`src/rtl/dcache.sv`:
```
// -----------------------------------------------------------------------------
// dcache
// Direct-mapped, write-through, no-write-allocate data cache placed between
// the core's dcache_* port and a word-wide backing memory.
//   * Read hit   : answered from the data array one cycle after acceptance.
//   * Read miss  : the whole line is refilled word by word (words 0..WORDS-1)
//                  before the core is answered.
//   * Write      : always written through. On a hit, the enabled bytes are
//                  also merged into the cached word. A miss leaves the cache
//                  unchanged.
//
// Ports
//   clk, rst             clock; synchronous active-high reset
//   dcache_addr          byte address from the core (bits [1:0] ignored)
//   dcache_rreq/_wreq    level requests, held by the core until its response
//   dcache_wdata         store data
//   dcache_byte_enable   store lanes; bit i enables byte i of wdata
//   dcache_rdata         load data, valid while dcache_rvalid
//   dcache_rvalid        one-cycle load-complete pulse
//   dcache_wvalid        one-cycle store-complete pulse
//   mem_addr             word-aligned backing address
//   mem_rreq/_wreq       backing requests, held until mem_rvalid/mem_wvalid
//   mem_wdata            backing write data
//   mem_byte_enable      backing write lanes
//   mem_rdata            backing read data
//   mem_rvalid/_wvalid   backing completion pulses
// -----------------------------------------------------------------------------
module dcache #(
  parameter int LINES = 16,
  parameter int WORDS = 4
) (
  input  logic        clk,
  input  logic        rst,
  input  logic [31:0] dcache_addr,
  input  logic        dcache_rreq,
  input  logic        dcache_wreq,
  input  logic [31:0] dcache_wdata,
  input  logic [3:0]  dcache_byte_enable,
  output logic [31:0] dcache_rdata,
  output logic        dcache_rvalid,
  output logic        dcache_wvalid,
  output logic [31:0] mem_addr,
  output logic        mem_rreq,
  output logic        mem_wreq,
  output logic [31:0] mem_wdata,
  output logic [3:0]  mem_byte_enable,
  input  logic [31:0] mem_rdata,
  input  logic        mem_rvalid,
  input  logic        mem_wvalid
);

  localparam int OFF_W = $clog2(WORDS);
  localparam int IDX_W = $clog2(LINES);
  localparam int TAG_W = 30 - OFF_W - IDX_W;

  typedef enum logic [2:0] {
    S_IDLE,
    S_REFILL,
    S_RESP_R,
    S_WRITE,
    S_RESP_W,
    S_DRAIN
  } state_e;

  state_e state_q, state_d;

  // Captured request (word address only; the byte offset is never used).
  logic [29:0]      addr_q;
  logic [31:0]      wdata_q;
  logic [3:0]       be_q;
  logic [OFF_W-1:0] word_q;

  // Line storage.
  logic [LINES-1:0] valid_q;
  logic [TAG_W-1:0] tag_q  [LINES];
  logic [31:0]      data_q [LINES*WORDS];

  // Field split of the incoming address (used only while IDLE).
  logic [OFF_W-1:0] in_off;
  logic [IDX_W-1:0] in_idx;
  logic [TAG_W-1:0] in_tag;
  logic             in_hit;

  assign in_off = dcache_addr[OFF_W+1:2];
  assign in_idx = dcache_addr[OFF_W+IDX_W+1:OFF_W+2];
  assign in_tag = dcache_addr[31:OFF_W+IDX_W+2];
  assign in_hit = valid_q[in_idx] && (tag_q[in_idx] == in_tag);

  // Field split of the captured address.
  logic [OFF_W-1:0] cap_off;
  logic [IDX_W-1:0] cap_idx;
  logic [TAG_W-1:0] cap_tag;

  assign cap_off = addr_q[OFF_W-1:0];
  assign cap_idx = addr_q[OFF_W+IDX_W-1:OFF_W];
  assign cap_tag = addr_q[29:OFF_W+IDX_W];

  // The byte offset of the core address carries no information here.
  logic unused_addr_bits;
  assign unused_addr_bits = ^dcache_addr[1:0];

  // Acceptance and refill progress, shared by the control and array processes.
  logic accept_w;
  logic accept_r;
  logic refill_beat;
  logic refill_last;

  assign accept_w    = (state_q == S_IDLE) && dcache_wreq;
  assign accept_r    = (state_q == S_IDLE) && !dcache_wreq && dcache_rreq;
  assign refill_beat = (state_q == S_REFILL) && mem_rvalid;
  assign refill_last = refill_beat && (word_q == OFF_W'(WORDS - 1));

  // ---------------------------------------------------------------------------
  // State register and control state
  // ---------------------------------------------------------------------------
  // NOTE: sequential state uses non-blocking (<=) so every flop samples the
  // pre-edge values; blocking assignments here would create order-dependent
  // simulation and mismatch synthesis.
  always_ff @(posedge clk) begin
    if (rst) begin
      state_q <= S_IDLE;
      word_q  <= '0;
      valid_q <= '0;
      addr_q  <= '0;
      wdata_q <= '0;
      be_q    <= '0;
    end else begin
      state_q <= state_d;

      if (accept_w || accept_r) begin
        addr_q  <= dcache_addr[31:2];
        wdata_q <= dcache_wdata;
        be_q    <= dcache_byte_enable;
      end

      // A refill overwrites the line word by word; drop its valid bit up
      // front so a partially refilled line is never reported as a hit.
      if (accept_r && !in_hit) begin
        valid_q[in_idx] <= 1'b0;
      end

      if (refill_beat) begin
        word_q <= word_q + OFF_W'(1);  // wraps to 0 after the last word
      end

      if (refill_last) begin
        valid_q[cap_idx] <= 1'b1;
      end
    end
  end

  // ---------------------------------------------------------------------------
  // Tag and data arrays
  // ---------------------------------------------------------------------------
  // NOTE: the tag and data arrays are deliberately not reset; only the valid
  // bits are. Stale contents are unreachable while valid is clear, and leaving
  // the arrays out of reset lets them map onto plain RAM.
  always_ff @(posedge clk) begin
    if (!rst) begin
      if (refill_beat) begin
        data_q[{cap_idx, word_q}] <= mem_rdata;
      end
      if (refill_last) begin
        tag_q[cap_idx] <= cap_tag;
      end
      // Write hit: merge the enabled bytes when the store is accepted.
      if (accept_w && in_hit) begin
        for (int b = 0; b < 4; b++) begin
          if (dcache_byte_enable[b]) begin
            data_q[{in_idx, in_off}][8*b +: 8] <= dcache_wdata[8*b +: 8];
          end
        end
      end
    end
  end

  // ---------------------------------------------------------------------------
  // Next-state logic
  // ---------------------------------------------------------------------------
  // NOTE: combinational blocks assign every output a default first, so no
  // path through the case statement can leave a value unassigned and infer
  // a latch.
  always_comb begin
    state_d = state_q;
    unique case (state_q)
      S_IDLE: begin
        if (dcache_wreq) begin
          state_d = S_WRITE;
        end else if (dcache_rreq) begin
          state_d = in_hit ? S_RESP_R : S_REFILL;
        end
      end
      S_REFILL: begin
        if (refill_last) begin
          state_d = S_RESP_R;
        end
      end
      S_RESP_R: state_d = S_DRAIN;
      S_WRITE: begin
        if (mem_wvalid) begin
          state_d = S_RESP_W;
        end
      end
      S_RESP_W: state_d = S_DRAIN;
      S_DRAIN: begin
        // Hold here until the core lets go, so a still-held request is not
        // taken as a new one.
        if (!dcache_rreq && !dcache_wreq) begin
          state_d = S_IDLE;
        end
      end
      default: state_d = S_IDLE;
    endcase
  end

  // ---------------------------------------------------------------------------
  // Outputs, decoded from the state register and captured request
  // ---------------------------------------------------------------------------
  always_comb begin
    dcache_rdata    = '0;
    dcache_rvalid   = 1'b0;
    dcache_wvalid   = 1'b0;
    mem_addr        = '0;
    mem_rreq        = 1'b0;
    mem_wreq        = 1'b0;
    mem_wdata       = '0;
    mem_byte_enable = '0;
    unique case (state_q)
      S_REFILL: begin
        mem_rreq = 1'b1;
        mem_addr = {addr_q[29:OFF_W], word_q, 2'b00};
      end
      S_RESP_R: begin
        dcache_rvalid = 1'b1;
        dcache_rdata  = data_q[{cap_idx, cap_off}];
      end
      S_WRITE: begin
        mem_wreq        = 1'b1;
        mem_addr        = {addr_q, 2'b00};
        mem_wdata       = wdata_q;
        mem_byte_enable = be_q;
      end
      S_RESP_W: dcache_wvalid = 1'b1;
      default: ;
    endcase
  end

endmodule

```
`config.mk`:
```
export PLATFORM = sky130hd
export DESIGN_NAME = dcache
export DESIGN_NICKNAME = d
export VERILOG_FILES = /design/src/rtl/dcache.sv
export SDC_FILE = /design/constraint.sdc
export NUM_CORES = 2
export LEC_CHECK = 0
export BUFFER_PORTS_ARGS = -buffer_cell sky130_fd_sc_hd__buf_2
export CORE_UTILIZATION = 40
export CTS_CLUSTER_SIZE = 16
export DETAILED_ROUTE_END_ITERATION = 16
export MAX_ROUTING_LAYER = met4
export SLEW_MARGIN = 20
export SYNTH_ARGS = -nofsm -noshare
export SYNTH_HDL_FRONTEND = slang
export SYNTH_SLANG_ARGS = --single-unit
```
`constraint.sdc`:
```
create_clock -name clk -period 11.55 [get_ports clk]
set_input_delay 0.5775 -clock clk [delete_from_list [all_inputs] [get_ports clk]]
set_output_delay 0.5775 -clock clk [all_outputs]
set_load 0.05 [all_outputs]
```
==> qor_table.md <==
| Parameter | Value |
|---|---|
| Setup total negative slack | 0 ns |
| TritonCTS clock tree | built |
| Post-cts sizing count | 0 |
| Routed length on met1 | 109,000 µm |
| Clk pin slew, worst setup/hold paths | 0.06 ns |
| Startpoint type of the worst setup path | primary input |
| Routed length per placed instance | 30.4 µm |
| Cell repeated most along the worst path | sky130_fd_sc_hd__buf_4 |
| Most common cell in the netlist | sky130_fd_sc_hd__edfxtp_1 |
| Number of optimization iterations in the first detailed-route pass | 7 |
| Core area | 249,000 µm² |
| Max layer used | met4 |
| Net switching share of the total power | 0.265 |
| Upper clock frequency limit | 0.139 GHz |
| Starting Density | 0.402 |
| Signal arrival time at the worst endpoint | 7.66 ns |
| DR WL met2 | 126,000 µm |
| Layout-stage area growth over the synthesis result | 13.8% |
| Leading register cell type out of synthesis | sky130_fd_sc_hd__edfxtp_1 |
| Leakage power of the design | 34.8 nW |
| Congestion Overflow GR | 0 |
| Detailed route wirelength on metal3 | 26,900 µm |
| Fraction of post-synthesis cell area in the top cell type by area | 0.730 |
| Clk Latency, worst-skew pair | 0.88 ns |
| Setup slack after layout | 4.36 ns |
| Synthesized area per cell | 20.5 µm² |
| Row Count | 183 |
| Cell area after placement | 106,000 µm² |
| Setup repair after global routing missed its margin | no |
| Last weighted congestion value of the routability-driven placer | 0.905 |
| Via count normalized by instance count | 5.66 |
| Start-to-end type of the worst setup path | primary input to register |
| Final design utilization | 0.458 |
| Number of synthesized flops with an enable pin | 2,432 |
| Combinational power share | 0.165 |
| Die ar. | 252,000 µm² |
| Cells taking the most area after synthesis | sky130_fd_sc_hd__edfxtp_1, sky130_fd_sc_hd__mux4_2, sky130_fd_sc_hd__dfxtp_1, sky130_fd_sc_hd__nor2_1, sky130_fd_sc_hd__mux2i_1 |
| Top post-synthesis cells by count | sky130_fd_sc_hd__edfxtp_1, sky130_fd_sc_hd__mux4_2, sky130_fd_sc_hd__nor2_1 |
| Area of all placed cells without fillers | 114,000 µm² |
| Worst hold-check path type | primary input to register |
| Sink Count | 2,525 |
| Count of pins on the block boundary | 210 |
| Sw Pwr | 5.76 mW |
| Initial antenna violation count | 34 |
| Final ANT Viol Nets | 0 |
| Share of the yosys chip area belonging to registers | 0.748 |
| Buffer count from post-CTS setup fixing | 0 |
| Count of maximum capacitance violations | 0 |
| Largest net degree at the start of global routing | 151 |
| Worst clock skew | 0.0347 ns |
| Number of failing hold endpoints at the final stage | 0 |
| Headroom to the max-slew limit | 0.112 |
| Number of buffers on the longest clock path | 3 |
| Root Driver | sky130_fd_sc_hd__clkbuf_16 |
| Worst Path Max Fanout | 66 |
| Clock Power Share | 0.353 |
| Vias after detailed routing | 49,900 |
| Number of levels in the clock H-tree | 4 |
| Critical path data required time | 12.02 ns |
| Port bufs | 205 |
| Post-placement worst setup slack | 3.63 ns |
| Worst-path cell with the longest stage delay | sky130_fd_sc_hd__mux2i_2 |
| Cells after Synth | 4,893 |
| Peak supply drop | 219 µV |
| Wire length after detailed routing | 268,000 µm |
| Share of total power in sequential cells | 0.482 |
| Placed wire-length estimate after detailed placement | 168,000 µm |
| Transition at the pin with the smallest max-transition slack | 1.31 ns |
| TritonCTS buffer count | 236 |
| Share of the cycle needed by the critical path after routing | 0.622 |
| Power per cell area | 191 nW/µm² |
| Die extent in y | 502 µm |
| Global routing usage summed across all routing layers | 0.218 |
| Largest incremental delay on the critical path | 1.15 ns |
| Synth area leader | sky130_fd_sc_hd__edfxtp_1 |
| Fraction of registers with async set or reset after synthesis | 0 |
| Synth Warn # | 0 |
| DRC violation count after routing | 0 |
| Number of different library cells in the post-synthesis netlist | 71 |
| Final number of setup-violating endpoints | 0 |
| Final critical-path required period | 7.19 ns |
| Layout cell share with drive strength beyond 1 | 0.287 |
| Via count of the first global-routing pass | 49,700 |
| DIE WIDTH | 502 µm |
| Internal cell power | 16.0 mW |
| Total Nets Final | 5,353 |
| Yosys reg bits | 2,525 |
| Count of final max-slew check failures | 0 |
| Iteration-0 DRC Markers | 6,589 |
| Synth Cell Area | 100,000 µm² |
| Kind of end point of the critical path | register |
| Ordered cell list for the critical path | buf_6, buf_4, mux2i_1, nor3_1, or4_1, o22ai_1, a41oi_1, or4bb_1, nor4_4, buf_4, buf_4, mux2i_2, nor2_1 |
| Wire length of the first global-routing pass | 375,000 µm |
| Status | finished clean |
## layout make-up
| class | count | area, µm² |
|---|---|---|
| antenna | 30 | 75.1 |
| clock buffer | 301 | 6240 |
| clock inverter | 141 | 1310 |
| fill | 21000 | 135000 |
| inverter | 19 | 71.3 |
| multi-input combinational | 2058 | 24300 |
| sequential | 2525 | 74900 |
| tap | 3330 | 4170 |
| timing repair buffer | 406 | 2820 |
## critical path: cells and delay by family
family / cells / cell delay [ns]
mux: 2 / 1.47
simple gates: 5 / 2.00
buf+inv: 4 / 3.06
compound gates: 2 / 0.47
## registers in the layout, indices dropped and copies added, names as in the netlist, named ones only
name / flops
data_q: 2048
tag_q: 384
wdata_q: 32
addr_q: 30
valid_q: 16
be_q: 4
state_q: 3
word_q: 2
## stage by stage
stage	power [mW]	hold slack, ns	instances
CTS	21.9	0.000963	8780
global route	22.4	0.0377	8805
floorplan	13.0	0.432	4894
detailed placement	14.3	0.445	8283
finish	21.7	0.0620	8810
global placement	14.2	0.442	8279
## final timing paths
path                            depth (start not counted)              to  slack (ns)           start
worst max-delay path                                   13  data_q[50][22]        4.36  dcache_addr[5]
worst min-delay path                                    3      state_q[1]        0.06     dcache_wreq
worst max register to register                         11  data_q[50][22]        5.40   tag_q[11][11]
worst min register to register                          2     wdata_q[24]        0.46     wdata_q[24]
## cell usage in the layout (no fill, tap or decap), types with 19 or more instances in the layout
| cell type | Yosys | routed |
|---|---|---|
| sky130_fd_sc_hd__mux2i_2 | 0 | 64 |
| sky130_fd_sc_hd__mux4_2 | 726 | 726 |
| sky130_fd_sc_hd__buf_4 | 11 | 138 |
| sky130_fd_sc_hd__nor2b_1 | 27 | 27 |
| sky130_fd_sc_hd__buf_2 | 45 | 201 |
| sky130_fd_sc_hd__nand2_1 | 272 | 240 |
| sky130_fd_sc_hd__clkinv_1 | 0 | 56 |
| sky130_fd_sc_hd__mux2i_1 | 156 | 92 |
| sky130_fd_sc_hd__dfxtp_1 | 93 | 87 |
| sky130_fd_sc_hd__bufinv_16 | 0 | 21 |
| sky130_fd_sc_hd__diode_2 | 0 | 30 |
| sky130_fd_sc_hd__clkbuf_1 | 157 | 59 |
| sky130_fd_sc_hd__edfxtp_1 | 2432 | 2432 |
| sky130_fd_sc_hd__o22ai_1 | 19 | 19 |
| sky130_fd_sc_hd__a211oi_1 | 32 | 29 |
| sky130_fd_sc_hd__a21oi_1 | 72 | 72 |
| sky130_fd_sc_hd__clkinv_2 | 0 | 44 |
| sky130_fd_sc_hd__and2_1 | 84 | 84 |
| sky130_fd_sc_hd__clkbuf_16 | 0 | 239 |
| sky130_fd_sc_hd__nand2_2 | 0 | 32 |
| sky130_fd_sc_hd__nor2_1 | 431 | 407 |
| sky130_fd_sc_hd__dlygate4sd3_1 | 0 | 55 |
## routing by layer
layer,GRT usage,up-vias
li1,-,20700
met1,0.292,26700
met2,0.325,2161
met3,0.0630,322
met4,0.0616,0
met5,-,-
## power by group through the flow
| stage | Sequential, mW | Combinational (mW) | Clock [mW] |
|---|---|---|---|
| floorplan | 10.5 | 2.47 | 0 |
| global placement | 10.7 | 3.59 | 0 |
| detailed placement | 10.7 | 3.61 | 0 |
| CTS | 10.5 | 3.63 | 7.79 |
| global route | 10.5 | 3.77 | 8.12 |
| finish | 10.5 | 3.59 | 7.68 |
## what timing repair did
item | 4_1_cts | 5_1_grt
endpoints found under the hold margin | 55 | 0
endpoints found under the setup margin | 0 | 0
hold buffers | 55 | 0
## cells by family (layout without fill, tap and decap cells)
group | count (synthesis) | after routing | synth area share
flip-flops | 2525 | 2525 | 0.748
AND/OR/NAND/NOR | 909 | 909 | 0.0394
multiplexers | 898 | 898 | 0.181
buffers and inverters | 311 | 867 | 0.0137
AO/OA/AOI/OAI | 223 | 223 | 0.0153
XOR/XNOR | 25 | 25 | 0.00219
adder cells (fa/ha/maj) | 1 | 1 | 0.000125
other | 1 | 32 | 0.0000375
No activity file was read; power rests on OpenSTA's default activity.
